## config.mk

```make
export PLATFORM = sky130hd
export DESIGN_NAME = uart_tx_arbiter
export DESIGN_NICKNAME = d
export VERILOG_FILES = /design/src/rtl/uart_ctrl_pkg.sv /design/src/rtl/rr_pick.sv /design/src/rtl/uart_tx_arbiter.sv
export SDC_FILE = /design/constraint.sdc
export NUM_CORES = 1
export LEC_CHECK = 0
export ABC_AREA = 1
export CORE_MARGIN = 4
export CORE_UTILIZATION = 45
export CTS_BUF_LIST = sky130_fd_sc_hd__clkbuf_8
export CTS_CLUSTER_SIZE = 28
export DETAILED_ROUTE_END_ITERATION = 8
export PLACE_DENSITY = 0.77
export REMOVE_ABC_BUFFERS = 1
export SLEW_MARGIN = 20
export SYNTH_ARGS = -nofsm -noshare
export SYNTH_HDL_FRONTEND = slang
export SYNTH_SLANG_ARGS = --single-unit
```

## constraint.sdc

```tcl
create_clock -name clk -period 2.68 [get_ports clk]
set_clock_uncertainty 0.1 [all_clocks]
set_input_delay 0.536 -clock clk [delete_from_list [all_inputs] [get_ports clk]]
set_output_delay 0.536 -clock clk [all_outputs]
set_load 0.02 [all_outputs]
```

## src/rtl/uart_ctrl_pkg.sv

```systemverilog
// rtl/uart_ctrl_pkg.sv - shared constants and arbiter state type for the UART transmit path
//
// Purpose : common definitions imported by uart_tx_arbiter and rr_pick.
// Contents: BYTE_W, CLK_HZ, arb_state_e, wrap_inc().
package uart_ctrl_pkg;

    localparam int BYTE_W = 8;
    localparam int CLK_HZ = 50_000_000;

    typedef enum logic [1:0] {
        IDLE      = 2'd0,
        START     = 2'd1,
        WAIT_DONE = 2'd2,
        HOLD      = 2'd3
    } arb_state_e;

    // Increment an index modulo n (n need not be a power of two).
    function automatic int wrap_inc(input int id, input int n);
        return (id + 1 >= n) ? 0 : id + 1;
    endfunction

endpackage

```

## src/rtl/rr_pick.sv

```systemverilog
// rtl/rr_pick.sv - combinational rotate-priority picker
//
// Purpose : selects the first set request searching upward from ptr,
//           wrapping modulo N_REQ.
// Ports   : req        in  N_REQ  request vector
//           ptr        in  ID_W   highest-priority index
//           gnt_onehot out N_REQ  one-hot winner (all zero when no request)
//           gnt_id     out ID_W   winner index (0 when no request)
module rr_pick
    import uart_ctrl_pkg::*;
#(
    parameter int N_REQ = 3,
    parameter int ID_W  = $clog2(N_REQ)
) (
    input  logic [N_REQ-1:0] req,
    input  logic [ID_W-1:0]  ptr,
    output logic [N_REQ-1:0] gnt_onehot,
    output logic [ID_W-1:0]  gnt_id
);

    // Scan from the lowest priority offset to the highest so the last hit,
    // which is the one closest to ptr, overwrites any earlier hit.
    always_comb begin
        int idx;
        idx        = 0;
        gnt_onehot = '0;
        gnt_id     = '0;
        for (int off = N_REQ - 1; off >= 0; off--) begin
            idx = (int'(ptr) + off) % N_REQ;
            if (req[idx]) begin
                gnt_onehot      = '0;
                gnt_onehot[idx] = 1'b1;
                gnt_id          = ID_W'(idx);
            end
        end
    end

endmodule

```

## src/rtl/uart_tx_arbiter.sv

```systemverilog
// rtl/uart_tx_arbiter.sv - round-robin arbiter with packet lock for a shared UART transmitter
//
// Purpose : shares one uart_top transmitter between N_REQ byte streams. A
//           granted requester keeps the transmitter until it sends a byte
//           flagged last, or until it leaves req_valid low for LOCK_TIMEOUT
//           cycles between bytes.
// Ports   : clk, rst            clock, asynchronous active-high reset
//           req_valid/data/last requester byte streams (byte i at [8i+7:8i])
//           req_ready           one-hot accept
//           uart_tx_start/data  start pulse and held byte to uart_top
//           uart_tx_done        end-of-frame pulse from uart_top
//           grant_id            current or last owner
//           busy                high whenever not IDLE
//           lock_timeout        one-cycle pulse on forced lock release
module uart_tx_arbiter
    import uart_ctrl_pkg::*;
#(
    parameter int N_REQ        = 3,
    parameter int LOCK_TIMEOUT = 50000,
    parameter int TO_W         = 16
) (
    input  logic                     clk,
    input  logic                     rst,
    input  logic [N_REQ-1:0]         req_valid,
    input  logic [BYTE_W*N_REQ-1:0]  req_data,
    input  logic [N_REQ-1:0]         req_last,
    output logic [N_REQ-1:0]         req_ready,
    output logic                     uart_tx_start,
    output logic [BYTE_W-1:0]        uart_tx_data,
    input  logic                     uart_tx_done,
    output logic [$clog2(N_REQ)-1:0] grant_id,
    output logic                     busy,
    output logic                     lock_timeout
);

    localparam int              ID_W    = $clog2(N_REQ);
    localparam logic [TO_W-1:0] TO_LAST = TO_W'(LOCK_TIMEOUT - 1);

    arb_state_e        state_q, state_d;
    logic [BYTE_W-1:0] data_q, data_d;
    logic              last_q, last_d;
    logic [ID_W-1:0]   grant_q, grant_d;
    logic [ID_W-1:0]   rr_ptr_q, rr_ptr_d;
    logic [TO_W-1:0]   to_cnt_q, to_cnt_d;
    logic              lock_to_q, lock_to_d;

    logic [N_REQ-1:0]  pick_onehot;
    logic [ID_W-1:0]   pick_id;
    logic [ID_W-1:0]   grant_inc;

    rr_pick #(
        .N_REQ (N_REQ),
        .ID_W  (ID_W)
    ) u_rr_pick (
        .req        (req_valid),
        .ptr        (rr_ptr_q),
        .gnt_onehot (pick_onehot),
        .gnt_id     (pick_id)
    );

    // Priority after the current owner releases: the requester just above it.
    assign grant_inc = ID_W'(wrap_inc(int'(grant_q), N_REQ));

    always_ff @(posedge clk or posedge rst) begin
        if (rst) begin
            state_q   <= IDLE;
            data_q    <= '0;
            last_q    <= 1'b0;
            grant_q   <= '0;
            rr_ptr_q  <= '0;
            to_cnt_q  <= '0;
            lock_to_q <= 1'b0;
        end else begin
            state_q   <= state_d;
            data_q    <= data_d;
            last_q    <= last_d;
            grant_q   <= grant_d;
            rr_ptr_q  <= rr_ptr_d;
            to_cnt_q  <= to_cnt_d;
            lock_to_q <= lock_to_d;
        end
    end

    always_comb begin
        state_d   = state_q;
        data_d    = data_q;
        last_d    = last_q;
        grant_d   = grant_q;
        rr_ptr_d  = rr_ptr_q;
        to_cnt_d  = to_cnt_q;
        lock_to_d = 1'b0;
        req_ready = '0;

        unique case (state_q)
            IDLE: begin
                if (|req_valid) begin
                    req_ready = pick_onehot;
                    data_d    = req_data[int'(pick_id)*BYTE_W +: BYTE_W];
                    last_d    = req_last[pick_id];
                    grant_d   = pick_id;
                    state_d   = START;
                end
            end

            // uart_tx_start is decoded from this state; a done seen here
            // belongs to no frame of ours and is ignored.
            START: begin
                state_d = WAIT_DONE;
            end

            WAIT_DONE: begin
                if (uart_tx_done) begin
                    if (last_q) begin
                        rr_ptr_d = grant_inc;
                        state_d  = IDLE;
                    end else begin
                        to_cnt_d = '0;
                        state_d  = HOLD;
                    end
                end
            end

            // Locked to the owner; everyone else is ignored. A transfer in
            // the same cycle the counter hits its limit takes precedence.
            HOLD: begin
                req_ready[grant_q] = req_valid[grant_q];
                if (req_valid[grant_q]) begin
                    data_d  = req_data[int'(grant_q)*BYTE_W +: BYTE_W];
                    last_d  = req_last[grant_q];
                    state_d = START;
                end else if (to_cnt_q == TO_LAST) begin
                    lock_to_d = 1'b1;
                    rr_ptr_d  = grant_inc;
                    state_d   = IDLE;
                end else begin
                    to_cnt_d = to_cnt_q + 1'b1;
                end
            end

            default: begin
                state_d = IDLE;
            end
        endcase
    end

    assign uart_tx_start = (state_q == START);
    assign uart_tx_data  = data_q;
    assign grant_id      = grant_q;
    assign busy          = (state_q != IDLE);
    assign lock_timeout  = lock_to_q;

endmodule

```

==> summary.md <==
| Metric | Value |
|---|---|
| Core box area | `5240 um^2` |
| Max_cap viols | `0` |
| Reg clk slew, reported paths | `0.07 ns` |
| DR pass1 iterations | `4` |
| Fmax | `0.381 GHz` |
| Cell variety after synth | `38` |
| Worst path arrival time | `1.99 ns` |
| Initial antenna violation count | `0` |
| Fillcell total | `463` |
| Share of layout cells above drive strength 1 | `21.7%` |
| Post-route setup slack | `0.0584 ns` |
| Vias | `2508` |
| Slew margin rel. | `72.1%` |
| IO Count | `49` |
| Clk buf depth | `2` |
| Multi-input gate area | `1530 um^2` |
| TritonCTS Sinks | `32` |
| WP data required | `2.04 ns` |
| CTS buffer count | `5` |
| Grt total ovfl | `0` |
| CTS hold repair buffers | `0` |
| Final min period | `2.62 ns` |
| Crit end category | `primary output` |
| CTS tree | `built` |
| Total Wirelength | `6460 um` |
| Die width | `82.5 um` |
| Routed Antenna Nets | `0` |
| Post-DP Area | `3270 um^2` |
| Mean Syn Cell Area | `7.21 um^2` |
| # port buffers | `48` |
| Area grow syn2layout | `37.3%` |
| Mapped Area | `2500 um^2` |
| HP Class | `flip-flop to flip-flop` |
| Final Setup Violations | `0` |
| Clock Latency Late Sink | `0.28 ns` |
| Hold_sp | `uart_tx_data[3]$_DFFE_PP0P_` |
| RePlAce Congestion | `0.982` |
| Antenna fix cells | `0` |
| #FFs+latches synth | `32` |
| Clk root buf | `clkbuf_8` |
| Final period util | `97.8%` |
| Most frequent cells after synthesis | `nand2_1, nor2_1, nand3_1` |
| First-pass GRT wire length | `10500 um` |
| Slew @ Worst Pin | `0.414 ns` |
| DR iter-0 viols | `101` |
| Die area | `6800 um^2` |
| Final Cell Area | `3430 um^2` |
| Synthesized instance count | `346` |
| Ys Warns | `0` |
| Post-synth ARST share | `100%` |
| Top-count cell post-synth | `nand2_1` |
| Die H | `82.5 um` |
| Vias per inst | `5.04` |
| # DRC | `0` |
| Dpl hpwl | `4950 um` |
| Sequential standard cell area | `802 um^2` |
| Crit path kind | `input port to primary output` |
| Main area contributors after synthesis | `dfrtp_1, nand2_1, nand3_1` |
| Crit path max fanout | `4` |
| Total Nets Final | `469` |
| Slew Viols, Final | `0` |
| Top FF cell, synth | `dfrtp_1` |
| CTS HTree Levels | `2` |
| Leak | `0.00159 uW` |
| Sequential-to-total area share from yosys stat | `32.1%` |
| Power Density | `1230 nW/um^2` |
| Critical Path Start Type | `input port` |
| Largest net degree at the start of global routing | `33` |
| Yosys top cell area share | `32.1%` |
| Final Hold Vio Count | `0` |
| VDD IR max | `0.994 mV` |
| DP Worst Slack | `-0.461 ns` |
| Status | `finished clean` |
| # rows | `26` |
| CP Launch Point | `req_valid[2]` |
| GRT Util Overall | `19.6%` |
| Post-synth EDFFs | `0` |
| Reg2Reg Launch Point | `rr_ptr_q[0]$_DFFE_PP0P_` |
| Wirelength per Cell | `13.0 um` |
| Vias in the first global route | `2346` |
| Initial Utilization | `47.7%` |
| Yosys top cell by area | `dfrtp_1` |
-- final timing paths --
path | slack [ns] | end | cells past startpoint
max in group asynchronous | 1.63 | rr_ptr_q[1]$_DFFE_PP0P_ | 3
min in group asynchronous | 0.54 | uart_tx_data[4]$_DFFE_PP0P_ | 3
max reg2reg | 0.41 | uart_tx_data[5]$_DFFE_PP0P_ | 13
min reg2reg | 0.41 | uart_tx_data[3]$_DFFE_PP0P_ | 2
max | 0.06 | req_ready[1] | 10
min | 0.41 | uart_tx_data[3]$_DFFE_PP0P_ | 2
-- final cells by class --
class / instances / area share [%]
flip-flops and latches: 32 / 23.4
clock inverters: 3 / 1.13
clock buffers: 5 / 2.01
multi-input cells: 265 / 44.6
inverters: 42 / 4.60
repair buffers: 81 / 21.7
well taps: 70 / 2.55
-- critical path: stages --
cell	delay, ns
clkdlybuf4s50_1	0.50
inv_2	0.08
o21ai_2	0.15
nand2_2	0.10
nand2_1	0.10
nand3_2	0.09
nand2_1	0.09
nand2_1	0.05
a21oi_1	0.11
buf_2	0.17
-- where the power goes --
| part | total (uW) | switching, uW | internal, uW |
|---|---|---|---|
| combinational | 3040 | 1760 | 1280 |
| sequential | 735 | 109 | 626 |
| clock | 447 | 176 | 272 |
-- layout by cell type (no fill, tap or decap), types with 2 or more instances in the layout --
master           Yosys  routed
clkdlybuf4s50_1      0      43
a31oi_1              2       2
nand2_4              2       2
nand4_1              2       2
o21ai_2              1       2
o21ai_0              5       5
a21oi_1             10       9
o31ai_2              8       8
nand2_1             82      81
xor2_1              13      13
nand2_2              2       3
nor2_1              52      52
nand3_1             39      38
nand3_2              2       3
o211ai_1             2       2
o31ai_1              3       3
ha_1                 9       7
a21oi_2              8       9
nor3_1               6       6
inv_1               32      32
o21ai_1              6       5
inv_2               10      11
buf_12               0       2
clkbuf_8             0       5
ha_4                 0       2
dfrtp_1             32      31
buf_4                2      33
-- through the flow --
step / setup TNS, ns / utilization [%] / hold WS [ns] / instances / total power [uW]
2_1_floorplan: 0 / - / 0.389 / 339 / 2510
3_3_place_gp: -1.09 / 62.4 / 0.390 / 488 / 3600
3_5_place_dp: -1.32 / 62.4 / 0.401 / 488 / 3640
4_1_cts: 0 / 64.5 / 0.416 / 496 / 4120
5_1_grt: -0.00813 / 65.5 / 0.444 / 498 / 4610
6_report: 0 / 65.5 / 0.408 / 498 / 4220
-- sequential cells by signal (all words and copies together) (netlist names) --
name          cells
last_q            1
to_cnt_q         16
rr_ptr_q          2
lock_timeout      1
grant_id          2
uart_tx_data      8
state_q           2
-- layer usage --
metal | vias up | global-route usage (%) | wire (um)
met5 | - | 0 | 0
met4 | 0 | 7.81 | 93
li1 | 1290 | - | -
met1 | 1147 | 25.9 | 2940
met2 | 63 | 32.2 | 3180
met3 | 8 | 2.82 | 245
-- cell families (layout without fill, tap and decap cells) --
group                    count (synthesis)  count (layout)  share of synthesized area (%)
adder cells (fa/ha/maj)                  9               9                           4.51
AO/OA/AOI/OAI                           50              50                           16.0
AND/OR/NAND/NOR                        193             193                           34.3
XOR/XNOR                                13              13                           4.56
flip-flops                              32              32                           32.1
buffers and inverters                   49             131                           8.52
-- repair_timing --
action                                  CTS  global route
pin swaps                                 0             2
buffers inserted                          0             2
cloned                                    0             0
endpoints found under the setup margin    3             3
resized for setup                        16            10
Power figures use the tool's default switching activity.
